==> src/rtl/neuron_pkg.sv <==
// Shared constants and state encoding for the integrate-and-fire neuron.
// W is the default potential width; the top derives its own width from n_stage.
package neuron_pkg;

    localparam int N_STAGE  = 10;
    localparam int W        = N_STAGE + 2;
    localparam int COUNT_W  = 8;
    localparam int REFRAC_W = 4;
    localparam int SHIFT_W  = 3;

    typedef enum logic [1:0] {
        INTEG  = 2'd0,
        FIRE   = 2'd1,
        REFRAC = 2'd2
    } neuron_state_t;

endpackage

==> src/rtl/leak_sat_adder.sv <==
// Combinational membrane update: leak u by (u >> shift), then add the input
// current and clamp at the all-ones value instead of wrapping.
module leak_sat_adder
    import neuron_pkg::*;
#(
    parameter int WIDTH = W
) (
    input  logic [WIDTH-1:0]   i_u,
    input  logic [SHIFT_W-1:0] i_shift,
    input  logic [WIDTH-1:0]   i_current,
    output logic [WIDTH-1:0]   o_sum
);

    logic [WIDTH-1:0] w_leak;
    logic [WIDTH:0]   w_wide;

    // shift=0 removes the whole potential, which is the intended "full leak"
    assign w_leak = i_u - (i_u >> i_shift);
    assign w_wide = {1'b0, w_leak} + {1'b0, i_current};
    assign o_sum  = w_wide[WIDTH] ? {WIDTH{1'b1}} : w_wide[WIDTH-1:0];

endmodule

==> src/rtl/integrate_fire_neuron.sv <==
// Leaky integrate-and-fire neuron: integrates accepted current samples, emits a
// one-cycle spike on crossing threshold, then optionally ignores input for a refractory period.
module integrate_fire_neuron
    import neuron_pkg::*;
#(
    parameter int n_stage = N_STAGE
) (
    input  logic                clk,
    input  logic                rst_n,
    input  logic                ena,
    input  logic                in_valid,
    output logic                in_ready,
    input  logic [n_stage+1:0]  current,
    input  logic [SHIFT_W-1:0]  shift,
    input  logic [n_stage+1:0]  threshold,
    input  logic                reset_mode,
    input  logic [REFRAC_W-1:0] refrac_len,
    output logic [n_stage+1:0]  u_out,
    output logic                spike,
    output logic [COUNT_W-1:0]  spike_count
);

    localparam int WL = n_stage + 2;

    neuron_state_t       r_state;
    neuron_state_t       w_state_next;
    logic [WL-1:0]       r_u;
    logic [WL-1:0]       w_u_next;
    logic [REFRAC_W-1:0] r_cnt;
    logic [REFRAC_W-1:0] w_cnt_next;
    logic                r_spike;
    logic                w_spike_next;
    logic [COUNT_W-1:0]  r_count;
    logic [COUNT_W-1:0]  w_count_next;
    logic [WL-1:0]       w_sum;

    leak_sat_adder #(
        .WIDTH(WL)
    ) u_leak_sat_adder (
        .i_u      (r_u),
        .i_shift  (shift),
        .i_current(current),
        .o_sum    (w_sum)
    );

    assign in_ready    = ena && (r_state != FIRE);
    assign u_out       = r_u;
    assign spike       = r_spike;
    assign spike_count = r_count;

    // Everything holds when ena is low, which also stretches the FIRE cycle.
    always_comb begin
        w_state_next = r_state;
        w_u_next     = r_u;
        w_cnt_next   = r_cnt;
        w_spike_next = r_spike;
        w_count_next = r_count;
        if (ena) begin
            case (r_state)
                INTEG: begin
                    if (in_valid) begin
                        if (w_sum >= threshold) begin
                            w_u_next     = reset_mode ? (w_sum - threshold) : '0;
                            w_state_next = FIRE;
                            w_spike_next = 1'b1;
                            w_count_next = r_count + COUNT_W'(1);
                        end else begin
                            w_u_next = w_sum;
                        end
                    end
                end
                FIRE: begin
                    w_spike_next = 1'b0;
                    if (refrac_len != '0) begin
                        w_state_next = REFRAC;
                        w_cnt_next   = refrac_len;
                    end else begin
                        w_state_next = INTEG;
                    end
                end
                REFRAC: begin
                    // Samples accepted here are dropped; only the counter moves.
                    if (r_cnt <= REFRAC_W'(1)) begin
                        w_state_next = INTEG;
                        w_cnt_next   = '0;
                    end else begin
                        w_cnt_next = r_cnt - REFRAC_W'(1);
                    end
                end
                default: begin
                    w_state_next = INTEG;
                    w_cnt_next   = '0;
                    w_spike_next = 1'b0;
                end
            endcase
        end
    end

    always_ff @(posedge clk or negedge rst_n) begin
        if (!rst_n) begin
            r_state <= INTEG;
            r_u     <= '0;
            r_cnt   <= '0;
            r_spike <= 1'b0;
            r_count <= '0;
        end else begin
            r_state <= w_state_next;
            r_u     <= w_u_next;
            r_cnt   <= w_cnt_next;
            r_spike <= w_spike_next;
            r_count <= w_count_next;
        end
    end

endmodule

==> config.mk <==
export PLATFORM = sky130hd
export DESIGN_NAME = integrate_fire_neuron
export DESIGN_NICKNAME = d
export VERILOG_FILES = /design/src/rtl/neuron_pkg.sv /design/src/rtl/leak_sat_adder.sv /design/src/rtl/integrate_fire_neuron.sv
export SDC_FILE = /design/constraint.sdc
export NUM_CORES = 1
export LEC_CHECK = 0
export ABC_AREA = 1
export CAP_MARGIN = 5
export CORE_ASPECT_RATIO = 0.8
export CORE_MARGIN = 10
export CORE_UTILIZATION = 57
export DETAILED_ROUTE_END_ITERATION = 16
export GPL_TIMING_DRIVEN = 0
export PLACE_DENSITY = 0.87
export SYNTH_ARGS = -nofsm -noshare
export SYNTH_HDL_FRONTEND = slang
export SYNTH_HIERARCHICAL = 1
export SYNTH_SLANG_ARGS = --single-unit
==> constraint.sdc <==
create_clock -name clk -period 5.45 [get_ports clk]
set_input_delay 0.8175 -clock clk [delete_from_list [all_inputs] [get_ports clk]]
set_output_delay 0.8175 -clock clk [all_outputs]
set_load 0.02 [all_outputs]
Word level (Yosys, flattened, before mapping):

Cells that the tools add are included.

* flip-flop bits (word level): 27
* output and inout port bits: 22
* latch bits: 0
* memories kept: 0
* bits of input ports: 36
* bits in read-only memories: 0
* logic and storage cells: 44
* RAM bits: 0

* $lt $le $gt $ge: 2
* shift operators: 1
* reduce and logical (&&, ||, !) cells: 8
* bitwise operators: 2
* add/sub/neg operators: 5
* equality and inequality tests: 7
* $mul: 0
* divide/modulo/power cells: 0
* muxes and demuxes: 14

Operators by type and width (count)
* $mux 12: 3
* $sub 12x12->12: 2
* $add 12x12->13: 1
* $ge 12x12->1: 1
* $pmux 4 s3: 1
* $reduce_and 4->1: 3
* $shr 12x3->12: 1
* $add 8x1->8 const B: 1
* $mux 2: 4
* $mux 4: 2
* $ne 2x2->1 const B: 4
* $pmux 2 s3: 1
* $reduce_and 3->1: 2
* $le 4x1->1 const B: 1
* $reduce_bool 4->1: 1
* $sub 4x1->4 const B: 1
* $eq 2x1->1 const B: 1
* $eq 2x2->1 const B: 1
* $logic_not 2->1: 1
* $mux 1: 2
* $ne 2x1->1 const B: 1
* $not 1->1: 2
* $pmux 1 s2: 1
* $logic_and 1x1->1: 1

Depth between registers and ports, before layout:

* word-level depth: 8
* depth in mapped cells: 38
* gate-level depth less buffers: 37

Hierarchy:

The synthesis kept the hierarchy.

Modules (own cells, without submodules)
* integrate_fire_neuron: instances 1, cells each 340, seq. area each 675.6 um^2, area an instance 2317.2 um^2
* leak_sat_adder: instances 1, cells each 323, seq. area each 0.0 um^2, area an instance 1726.7 um^2

Worst setup path after synthesis:

Ideal clock, no wire load.

* path type: input port to flip-flop
* start: input port shift[1]
* end: register r_state[0]
* arrival: 4.951 ns
* slack: 0.374 ns
* library setup time: 0.124 ns
* stages on the path: 33
* required time: 5.326 ns
* buffers on the path: 4
* cell sequence: buf_4 inv_2 buf_2 o211ai_1 o21ai_0 o21ai_0 ha_1 fa_1 o21ai_2 a21oi_1 xnor2_1 ha_1 nand2_2 nor2_2 nand2_1 nor2_2 nor2_2 buf_6 nand2_1 inv_1 ha_1 fa_1 inv_1 nand2_1 nand2_1 nand2_2 a21oi_2 nor2_4 buf_6 nand2_4 nand3_4 nand2_1 o21ai_1

* longest elaborated chain between the ends: 7

RTL lines
* start: declaration: line integrate_fire_neuron.sv:14 `input logic [SHIFT_W-1:0] shift,`
* $shr 12x3->12: line leak_sat_adder.sv:18 `assign w_leak = i_u - (i_u >> i_shift);`
* $sub 12x12->12: line leak_sat_adder.sv:18
* $add 12x12->13: line leak_sat_adder.sv:19 `assign w_wide = {1'b0, w_leak} + {1'b0, i_current};`
* $mux 12: line leak_sat_adder.sv:20 `assign o_sum = w_wide[WIDTH] ? {WIDTH{1'b1}} : w_wide[WIDTH-1:0];`
* named net w_sum[0]: line integrate_fire_neuron.sv:35 `logic [WL-1:0] w_sum;`
* $ge 12x12->1: line integrate_fire_neuron.sv:62 `if (w_sum >= threshold) begin`
* $ne 2x2->1 (no source line)
* $reduce_and 4->1 (no source line)
* end signal: assignment: line integrate_fire_neuron.sv:107 `r_state <= w_state_next;`
* end: declaration: line integrate_fire_neuron.sv:25 `neuron_state_t r_state;`

The timed path passes the listed nets, and every way through them passes these cells.
A chain may end at the register's enable or synchronous reset.

Worst setup path after layout:

* start: input port shift[0]
* end: register r_state[0]

Same word-level chain as after synthesis.

==> impl_metrics.toml <==
[run_status]
status = "finished, final reports clean"

[sta]
clock.fmax_ghz = 0.1929
setup_viol = 0
worst_pin_slew_ns = 0.7626
slew_viol_final = 0
layout_worst_path_cycle_share_pct = 95.11
fin_skew_ns = 0.004367
hold_ws_ns = 0.5146
finalHoldViolCount = 0
max-slew-margin-rel_pct = 48.72
min_period_ns = 5.183

[die]
design.die.area_um2 = 10880
core_area_um2 = 6892
dieWidth_um = 114.2
dieHeight_um = 95.34
io_pins = 58
initial_core_util_pct = 58.68
row_count = 27

[cells_and_area]
drive_gt1_share_pct = 14.64
syn2layout_area_growth_pct = 25.87
nets = 813
fillers = 540
antennaDiodeCount = 0

[yosys]
syn_avg_cell_area_um2 = 6.099
ys_seq_area_share_pct = 16.71
synth_edf_count = 0
synth.area.mux_share_pct = 0
synth_compound_area_share_pct = 11.73
ys_seq_elements = 27
post-synth-top-count-cell = "nand2_1"
synthTopCellsByCount = "nand2_1, inv_1, nand3_1"
netlist_top_cells_area = "nand2_1, dfrtp_1, ha_1, inv_1, nand3_1"
syn_nets = 744
async_flop_share_pct = 100.0
synthSimpleGateAreaFrac_pct = 40.01
yosys.area.top_type_share_pct = 20.98
synthAdderAreaFrac_pct = 14.48
synth_xor_area_share_pct = 4.548
synth_top_area_cell = "nand2_1"
synthFlopType = "dfrtp_1"
synth_cell_types = 39
synth_area_um2 = 4044
synth-warning-count = 6
syn-instance-count = 663
synth_top_family_by_area = "simple AND/OR/NAND/NOR gates"

[clock_network]
insertion_delay_ns = 0.28
cts_root_buf = "clkbuf_8"
cts_tree = "built"
clock-sinks = 27
cts_htree_levels = 1
cts_inserted_buffers = 3
holdBufCountCts = 0
cts_buffer_depth = 2
clk_pin_slew_ns = 0.10

[global_routing]
use_met1_pct = 28.37
grt_pass1_vias = 4055
antenna_found_initial = 0
grt_max_degree = 28
grt_pass1_wl_mm = 18.93
met3_usage_pct = 3.390
overflow = 0
busiest_layer = "met2"
grt_use_met2_pct = 33.66
gr-usage-all-layers_pct = 20.55

[run]
drv_cap = 0

[critical_path]
crit_type = "input pin to register"
crit_path_end_kind = "register"
start_kind = "input pin"
worst_r2r_path_depth = 32
worst_path_max_delay_cell = "fa_2"
path_max_fanout = 10
worstPathRequired_ns = 5.61
crit_path_max_incr_delay_ns = 0.39
worstPathArrival_ns = 5.35

[place]
globalplace.congestion = 0.9547
portBuffers = 55
place_hpwl_mm = 9.348

[route]
wl_mm = 11.75
vias = 4491
first_pass_iters = 6
via_per_inst = 5.490
wl_per_cell_um = 14.36
drt-initial-drc-count = 479
drc = 0
ant_nets = 0

[hold_path]
hold_path.class = "register to register"
hold_depth = 2
## sequential cells by signal (all words and copies together) (netlist names)
| register | cells |
|---|---|
| u_out | 12 |
| r_cnt | 4 |
| r_state | 2 |
| spike | 1 |
| spike_count | 8 |
## what timing repair did
| item | in CTS | in global routing |
|---|---|---|
| resized for setup | 11 | 55 |
| setup buffers | 2 | 5 |
| setup endpoints to repair | 23 | 23 |
| pin swaps | 7 | 22 |
| gates cloned | 0 | 1 |
## logic make-up after synthesis
family | Yosys count
DFF | 27
xor gates and xnor gates | 21
and+or+nand+nor | 362
AOI/OAI and AO/OA | 84
adders and majority gates | 45
buffers and inverters | 124
## final cells by class
| class | count | area (µm²) | area share (%) |
|---|---|---|---|
| Inverter | 114 | 430.4 | 8.456 |
| Timing Repair Buffer | 64 | 635.6 | 12.49 |
| Tap cell | 87 | 108.9 | 2.139 |
| Buffer | 10 | 81.33 | 1.598 |
| Sequential cell | 27 | 675.6 | 13.27 |
| Clock inverter | 1 | 7.507 | 0.1475 |
| Multi-Input combinational cell | 512 | 3109 | 61.09 |
| Clock buffer | 3 | 41.29 | 0.8112 |
## worst paths after layout
| path | from | endpoint | slack, ns |
|---|---|---|---|
| worst max-delay path | shift[0] | r_state[0] | 0.27 |
| max in group asynchronous | rst_n | u_out[2] | 4.12 |
| worst max register to register | u_out[4] | r_state[0] | 0.49 |
| worst min register to register | spike_count[6] | spike_count[6] | 0.51 |
| worst min-delay path | spike_count[6] | spike_count[6] | 0.51 |
| min in group asynchronous | rst_n | r_cnt[3] | 0.87 |
## worst max-delay path: cells and delay by family
| family | cells | cell delay (ns) |
|---|---|---|
| fa+ha+maj | 5 | 1.52 |
| simple gates | 15 | 1.46 |
| compound gates | 7 | 0.80 |
| buf+inv | 5 | 0.58 |
| xor+xnor | 1 | 0.14 |
## through the flow
step	utilization [%]	cell area [µm²]	setup slack, ns	std cells	setup TNS [ns]
6_report	73.86	5090	0.2666	818	0
5_1_grt	73.86	5090	-0.02001	818	-0.02646
4_1_cts	69.73	4806	0.01226	811	0
3_5_place_dp	68.25	4703	-0.8718	805	-18.10
3_3_place_gp	68.25	4703	-0.7617	805	-16.05
2_1_floorplan	-	4044	0.3745	663	0
## per-layer routing
layer	vias to the layer above	routed length, µm
met5	-	0
met4	0	75
met3	14	887
met2	181	5543
met1	2060	5242
li1	2236	-
## placed cells by master (no fill, tap or decap), types with 5 or more instances in the layout
master | Yosys | routed
nor2_1 | 37 | 36
nor2_2 | 5 | 5
xor2_1 | 11 | 11
ha_4 | 0 | 10
nand3_2 | 5 | 6
ha_2 | 0 | 6
a21oi_2 | 2 | 13
or2_2 | 8 | 8
xnor2_1 | 10 | 10
nand2_1 | 226 | 217
nand4_1 | 12 | 12
clkdlybuf4s50_1 | 0 | 54
o21ai_2 | 4 | 5
inv_1 | 112 | 111
a21oi_1 | 30 | 19
o21ai_1 | 6 | 8
nand3_1 | 50 | 49
dfrtp_1 | 27 | 27
nand2_2 | 4 | 13
o21ai_0 | 29 | 24
buf_4 | 4 | 13
ha_1 | 42 | 26
Power is left out: the tool's default activity adds up to more than one toggle a clock period on the data nets, which glitch-free logic cannot reach.
